**config.mk**
```make
export PLATFORM = sky130hd
export DESIGN_NAME = multi_timer
export DESIGN_NICKNAME = d
export VERILOG_FILES = /design/src/rtl/timer_pkg.sv /design/src/rtl/timer_channel.sv /design/src/rtl/multi_timer.sv
export SDC_FILE = /design/constraint.sdc
export NUM_CORES = 1
export LEC_CHECK = 0
export BUFFER_PORTS_ARGS = -buffer_cell sky130_fd_sc_hd__buf_2
export CAP_MARGIN = 0
export CORE_ASPECT_RATIO = 0.9
export CORE_MARGIN = 2
export CORE_UTILIZATION = 62
export DETAILED_ROUTE_END_ITERATION = 16
export PLACE_DENSITY = 0.85
export SKIP_CTS_REPAIR_TIMING = 1
export SYNTH_ARGS = -nofsm -noshare
export SYNTH_HDL_FRONTEND = slang
export SYNTH_SLANG_ARGS = --single-unit
```
**constraint.sdc**
```tcl
create_clock -name i_clk -period 3.45 [get_ports i_clk]
set_clock_uncertainty 0.2 [all_clocks]
set_input_delay 0.345 -clock i_clk [delete_from_list [all_inputs] [get_ports i_clk]]
set_output_delay 0.345 -clock i_clk [all_outputs]
set_load 0.02 [all_outputs]
```
**src/rtl/timer_pkg.sv**
```systemverilog
// timer_pkg: shared channel state enum and prescaler width helper for multi_timer
package timer_pkg;
  typedef enum logic [1:0] {IDLE, RUN, PAUSED, EXPIRED} ch_state_t;
  function automatic int presc_w(input int clk_hz);
    return (clk_hz / 2 > 1) ? $clog2(clk_hz / 2) : 1;
  endfunction
endpackage

```
**src/rtl/timer_channel.sv**
```systemverilog
// timer_channel: one countdown channel (IDLE/RUN/PAUSED/EXPIRED) decremented by a 1 Hz tick
//   i_tick one-cycle 1 Hz strobe; i_start load-and-run; i_pause freeze level; i_cancel back to IDLE
//   i_reload auto-reload request sampled with i_start (only with TIMER_AUTORELOAD_EN)
//   o_count remaining seconds; o_expired level in EXPIRED; o_expire_pulse one cycle per expiry
module timer_channel
  import timer_pkg::*;
#(
  parameter int CNT_W = 5
) (
  input  logic             i_clk,
  input  logic             i_rst,
  input  logic             i_tick,
  input  logic             i_start,
  input  logic             i_pause,
  input  logic             i_cancel,
`ifdef TIMER_AUTORELOAD_EN
  input  logic             i_reload,
`endif
  input  logic [CNT_W-1:0] i_value,
  output logic [CNT_W-1:0] o_count,
  output logic             o_expired,
  output logic             o_expire_pulse
);
  ch_state_t        r_state;
  logic [CNT_W-1:0] r_count;
  logic             r_expired;
  logic             r_pulse;
  logic             w_zero;
  logic             w_mode;
  logic [CNT_W-1:0] w_reload_val;
  assign w_zero = (i_value == '0);
`ifdef TIMER_AUTORELOAD_EN
  logic             r_mode;
  logic [CNT_W-1:0] r_reload_val;
  always_ff @(posedge i_clk or posedge i_rst)
    if (i_rst) begin
      r_mode       <= 1'b0;
      r_reload_val <= '0;
    end else if (i_start) begin
      r_mode       <= i_reload;
      r_reload_val <= i_value;
    end
  assign w_mode       = r_mode;
  assign w_reload_val = r_reload_val;
`else
  assign w_mode       = 1'b0;
  assign w_reload_val = '0;
`endif
  // start beats cancel, cancel beats pause/tick; pause in RUN swallows a same-cycle tick
  always_ff @(posedge i_clk or posedge i_rst)
    if (i_rst) begin
      r_state   <= IDLE;
      r_count   <= '0;
      r_expired <= 1'b0;
      r_pulse   <= 1'b0;
    end else begin
      r_pulse <= 1'b0;
      if (i_start) begin
        r_state   <= w_zero ? EXPIRED : RUN;
        r_count   <= i_value;
        r_expired <= w_zero;
        r_pulse   <= w_zero;
      end else if (i_cancel) begin
        r_state   <= IDLE;
        r_count   <= '0;
        r_expired <= 1'b0;
      end else begin
        case (r_state)
          RUN:
            if (i_pause) r_state <= PAUSED;
            else if (i_tick) begin
              if (r_count > CNT_W'(1)) r_count <= r_count - CNT_W'(1);
              else begin
                r_pulse   <= 1'b1;
                r_count   <= w_mode ? w_reload_val : '0;
                r_state   <= w_mode ? RUN : EXPIRED;
                r_expired <= !w_mode;
              end
            end
          PAUSED:  if (!i_pause) r_state <= RUN;
          default: ;
        endcase
      end
    end
  assign o_count        = r_count;
  assign o_expired      = r_expired;
  assign o_expire_pulse = r_pulse;
endmodule

```
**src/rtl/multi_timer.sv**
```systemverilog
// multi_timer: free-running 1 Hz / 2 Hz prescaler plus NUM_CH independent countdown channels
//   i_value per-channel load values (channel i at [i*CNT_W +: CNT_W]); i_start/i_pause/i_cancel per channel
//   i_reload per-channel auto-reload request, present only when TIMER_AUTORELOAD_EN is defined
//   o_count per-channel remaining seconds; o_expired / o_expire_pulse per channel
//   o_one_hz_enable strobe every CLK_HZ cycles; o_two_hz_enable strobe every CLK_HZ/2 cycles
module multi_timer
  import timer_pkg::*;
#(
  parameter int CLK_HZ = 100_000_000,
  parameter int CNT_W  = 5,
  parameter int NUM_CH = 2
) (
  input  logic                    i_clk,
  input  logic                    i_rst,
  input  logic [NUM_CH*CNT_W-1:0] i_value,
  input  logic [NUM_CH-1:0]       i_start,
  input  logic [NUM_CH-1:0]       i_pause,
  input  logic [NUM_CH-1:0]       i_cancel,
`ifdef TIMER_AUTORELOAD_EN
  input  logic [NUM_CH-1:0]       i_reload,
`endif
  output logic [NUM_CH*CNT_W-1:0] o_count,
  output logic [NUM_CH-1:0]       o_expired,
  output logic [NUM_CH-1:0]       o_expire_pulse,
  output logic                    o_one_hz_enable,
  output logic                    o_two_hz_enable
);
  localparam int HALF = CLK_HZ / 2;
  localparam int PW   = presc_w(CLK_HZ);
  logic [PW-1:0] r_presc;
  logic          r_phase;
  logic          r_one_hz;
  logic          r_two_hz;
  logic          w_wrap;
  assign w_wrap = (r_presc == PW'(HALF - 1));
  // phase starts at 0, so 1 Hz joins the second 2 Hz strobe and every other one after
  always_ff @(posedge i_clk or posedge i_rst)
    if (i_rst) begin
      r_presc  <= '0;
      r_phase  <= 1'b0;
      r_one_hz <= 1'b0;
      r_two_hz <= 1'b0;
    end else begin
      r_presc  <= w_wrap ? '0 : r_presc + PW'(1);
      r_phase  <= r_phase ^ w_wrap;
      r_two_hz <= w_wrap;
      r_one_hz <= w_wrap & r_phase;
    end
  assign o_one_hz_enable = r_one_hz;
  assign o_two_hz_enable = r_two_hz;
  for (genvar i = 0; i < NUM_CH; i++) begin : g_ch
    timer_channel #(.CNT_W(CNT_W)) u_ch (
      .i_clk          (i_clk),
      .i_rst          (i_rst),
      .i_tick         (r_one_hz),
      .i_start        (i_start[i]),
      .i_pause        (i_pause[i]),
      .i_cancel       (i_cancel[i]),
`ifdef TIMER_AUTORELOAD_EN
      .i_reload       (i_reload[i]),
`endif
      .i_value        (i_value[i*CNT_W +: CNT_W]),
      .o_count        (o_count[i*CNT_W +: CNT_W]),
      .o_expired      (o_expired[i]),
      .o_expire_pulse (o_expire_pulse[i])
    );
  end
endmodule

```
# Word level (Yosys, flattened, before mapping)
# Index checks and enable logic that the tools add are counted.
# Widths: inputs -> output; s select.
# totals
ff_bits	47
inputBits	18
out_inout_bits	16
word_cells	101
# op_classes
addsub	3
magnitude_cmp	2
eq_ne	15
muxes	53
bitwise_logic	2
n_reduce_logical	14
# op_table
operator	n
$mux 5	12
$mux 2	14
$add 26x1->26 const B	1
$eq 26x26->1 const B	1
$mux 26	1
$mux 1	24
$ne 5x5->1 const B	4
$reduce_and 4->1	4
$reduce_bool 3->1	4
$gt 5x1->1 const B	2
$logic_not 5->1	2
$sub 5x1->5 const B	2
$ne 4x4->1 const B	2
$pmux 2 s2	2
$reduce_bool 4->1	2
$ne 3x2->1 const B	2
$ne 3x3->1 const B	2
$reduce_and 3->1	2
$eq 2x1->1 const B	2
$eq 2x2->1 const B	2
$and 1x1->1	1
$xor 1x1->1	1

# Longest topological paths before layout
# depth
depth_word	7
mapped_depth	6
mapped_depth_nobuf	6

# Hierarchy
# From an unflattened synthesis, not the netlist that was laid out.
# unflattened
cells_unflattened	274
hier_area_um2	2781.4
# by_module_without_submodules
mod	n_inst	cells_each	area_per_inst_um2	seq_area_each_um2
multi_timer	1	140	1452.6	725.7
timer_channel	2	67	664.4	225.2

# Worst setup path before layout
# Ideal clock, no wire load.
# synth_path
path_kind	flip-flop to flip-flop
start	register g_ch[1].u_ch.r_count[1]
end	register g_ch[1].u_ch.r_state[1]
setup_time_ns	0.099
arrival_ns	1.581
required_time_ns	3.151
path_slack_ns	1.569
path_stages_with_launch	7
period_less_slack_ns	1.881
path_cell_list	dfrtp_1 inv_1 ha_1 o21bai_1 a311oi_1 nor3_1 a311oi_1
# synth_via
elab_chain_len	3
# synth_lines
item	line	text
start, declared	timer_channel.sv:25	logic [CNT_W-1:0] r_count;
start signal, assigned	timer_channel.sv:60	r_count <= i_value;
start signal, assigned	timer_channel.sv:72	if (r_count > CNT_W'(1)) r_count <= r_count - CNT_W'(1);
start signal, assigned	timer_channel.sv:75	r_count <= w_mode ? w_reload_val : '0;
$gt 5x1->1	timer_channel.sv:72	
$ne 5x5->1 (no line)	-	
$reduce_and 4->1 (no line)	-	
end signal, assigned	timer_channel.sv:59	r_state <= w_zero ? EXPIRED : RUN;
end signal, assigned	timer_channel.sv:76	r_state <= w_mode ? RUN : EXPIRED;
end, declared	timer_channel.sv:24	ch_state_t r_state;
# No other way between the ends.
# A chain may end at the register's enable or synchronous reset.

# Worst setup path after layout
# layout_path
start	register r_presc[0]
end	register r_presc[13]
# layout_via
elab_chain_len	2
# layout_lines
item	line	text
start, declared	multi_timer.sv:30	logic [PW-1:0] r_presc;
start signal, assigned	multi_timer.sv:44	r_presc <= w_wrap ? '0 : r_presc + PW'(1);
$add 26x1->26 or $eq 26x26->1 (tied branches)	multi_timer.sv:44, multi_timer.sv:35	
$mux 26 (*)	multi_timer.sv:44	
# Mark *: on every way between the ends. The rest lies on a longest branch, timed or not.

==> metrics <==
status finished, final reports clean; worst skew pair latency 0.30 ns; Seq cells post-synth 47; Worst Path Max Fanout 16; Crit. End Element flip-flop; # IOs 34; DR vias/cell 6.07; highest clock rate 0.441 GHz; Post-DRT Antenna Nets 0; CTS tree done; DP HPWL 3.60 mm; Post-Synthesis Cells 273; met2 Use GR 38.5%; mean post-synth cell area 9.70 um2; gr busiest metal met2; RSZ-0062 raised after global routing false; initial antenna violation count 0; port buffer count 33; largest net degree at the start of global routing 48; Iter 0 DRT Violations 141; root buffer cell clkbuf_8; Pwr Density 392 nW/um2; final setup fails 0; crit path launch type flip-flop; Final min period 2.27 ns; DRC viols 0; Setup CP Type reg2reg; Static Leakage 1.38 nW; WL final 4.98 mm; met3 usage 6.40%; Clock Tree Buf Depth 2; Inserted Diodes 0; Initial Util 64.6%; H-tree levels 2; Max Transition Viols Final 0; Yosys Warn Count 0; Die Span Y 66.0 um; max-cap violations 0; WP data required 3.40 ns; DR vias 2126; Area Overhead vs Synth 9.21%; Remaining Overflow, GRT 0; Worst EP arrival 2.22 ns; Synth Flop Type dfrtp_1; placer congestion estimate 0.869; Synth Net Count 301; Core Rows 22; HP Class in2async; Worst Tran Pin Value 0.927 ns; post-synthesis cell type count 55; TritonCTS buffer count 5; Netlist Area Pre-Place 2650 um2; Setup TNS 0 ns; Avg WL per Cell 14.2 um; Die Width 72.9 um; Final Cycle Share 65.7%; met1 usage in global routing 31.9%; ys async rst share 100%; first-pass GRT wire length 8.95 mm; Core ar. 4100 um2; die area 4810 um2; Fin. Hold Viols 0; Post-synth EDFFs 0; layout net count 329; sequential element share of the synthesized area 44.4%; Sink Count 47; max_slew headroom 38.1%; Max VDD drop 330 uV; vias in the first global route 2068; Hold WS 0.0431 ns; Total Routing Usage GR 24.1%; Clock transition at path regs 0.08 ns; first-pass iteration count of the detailed router 5; share of cells above drive strength 1 17.5%
[final cells by class]
| type | instances | area (um2) |
|---|---|---|
| clock buffers | 8 | 100 |
| fillers | 318 | 1210 |
| inverters | 17 | 63.8 |
| multi-input cells | 197 | 1330 |
| flip-flops and latches | 47 | 1180 |
| well taps | 48 | 60.1 |
| repair buffers | 33 | 165 |
[critical path, stage by stage (launching register included)]
cell	delay, ns
dfrtp_1	0.39
ha_1	0.23
and3_2	0.29
nand4_4	0.12
nor4_4	0.77
nor2_1	0.12
[through the flow]
stage / cells / total power [mW] / setup slack (ns) / cell area [um2] / utilization [%]
after floorplan: 273 / 0.734 / 1.57 / 2650 / -
after global placement: 342 / 0.780 / 1.26 / 2790 / 68.1
after detailed placement: 342 / 0.787 / 1.21 / 2790 / 68.1
after CTS: 350 / 1.14 / 1.17 / 2890 / 70.5
after global routing: 350 / 1.19 / 0.957 / 2890 / 70.5
final: 350 / 1.13 / 1.18 / 2890 / 70.5
[placed cells by master, fill, tap and decap left out, drive strengths merged, types with 8 or more instances in the layout]
master | netlist | layout
clkbuf | 2 | 8
xor2 | 9 | 9
nand2 | 18 | 18
nand3 | 8 | 8
nor2 | 20 | 20
ha | 10 | 10
o21ai | 17 | 17
nand4 | 8 | 8
buf | 10 | 33
dfrtp | 47 | 47
inv | 17 | 17
nor3 | 10 | 10
a21oi | 18 | 18
[power by group]
group          internal [mW]  leakage (nW)  switching, mW
combinational         0.0715         0.711          0.110
sequential             0.571         0.617         0.0254
clock                  0.183        0.0515          0.174
[routing by layer]
metal	part of all wire, %	up-vias
met2	48	49
met1	48	1026
met3	3.6	6
met5	0	-
li1	-	1045
met4	1.2	0
[synthesized netlist by cell type (5+ instances only)]
library cell,instances,area share (%)
and3_1,5,1.2
and2_1,5,1.2
nand2_1,18,2.6
nand3_1,8,1.5
xnor2_1,6,2.0
or3_1,5,1.2
nor3_1,9,1.7
inv_1,17,2.4
dfrtp_1,47,44
nand4_1,6,1.4
ha_1,10,4.7
a21oi_1,17,3.2
and4_1,5,1.7
o21ai_0,16,3.0
nor2_1,19,2.7
buf_4,7,2.0
xor2_1,9,3.0
[registers in the layout, indices dropped and copies added, names as in the netlist]
| register | flops |
|---|---|
| g_ch.u_ch.r_state | 4 |
| o_two_hz_enable | 1 |
| g_ch.u_ch.o_expired | 2 |
| o_one_hz_enable | 1 |
| r_presc | 26 |
| g_ch.u_ch.o_expire_pulse | 2 |
| r_phase | 1 |
| g_ch.u_ch.o_count | 10 |
[worst paths after layout]
check	startpoint	end	slack, ns	depth (start not counted)
max	r_presc[0]	r_presc[13]	1.18	5
max reg2reg	r_presc[0]	r_presc[13]	1.18	5
min in group i_clk	i_value[2]	g_ch[0].u_ch.o_count[2]	0.10	2
max in group asynchronous	i_rst	g_ch[1].u_ch.o_count[3]	2.42	2
min reg2reg	r_presc[6]	r_presc[6]	0.27	1
min	i_rst	g_ch[1].u_ch.r_state[1]	0.04	2
[logic make-up after synthesis]
| logic type | Yosys count | synth area share [%] |
|---|---|---|
| and+or+nand+nor | 109 | 24.7 |
| AOI/OAI and AO/OA | 62 | 15.4 |
| DFF | 47 | 44.4 |
| buffers and inverters | 29 | 5.48 |
| xor gates and xnor gates | 15 | 4.96 |
| adders and majority gates | 10 | 4.72 |
| muxes | 1 | 0.378 |
No activity file was read; power rests on OpenSTA's default activity.
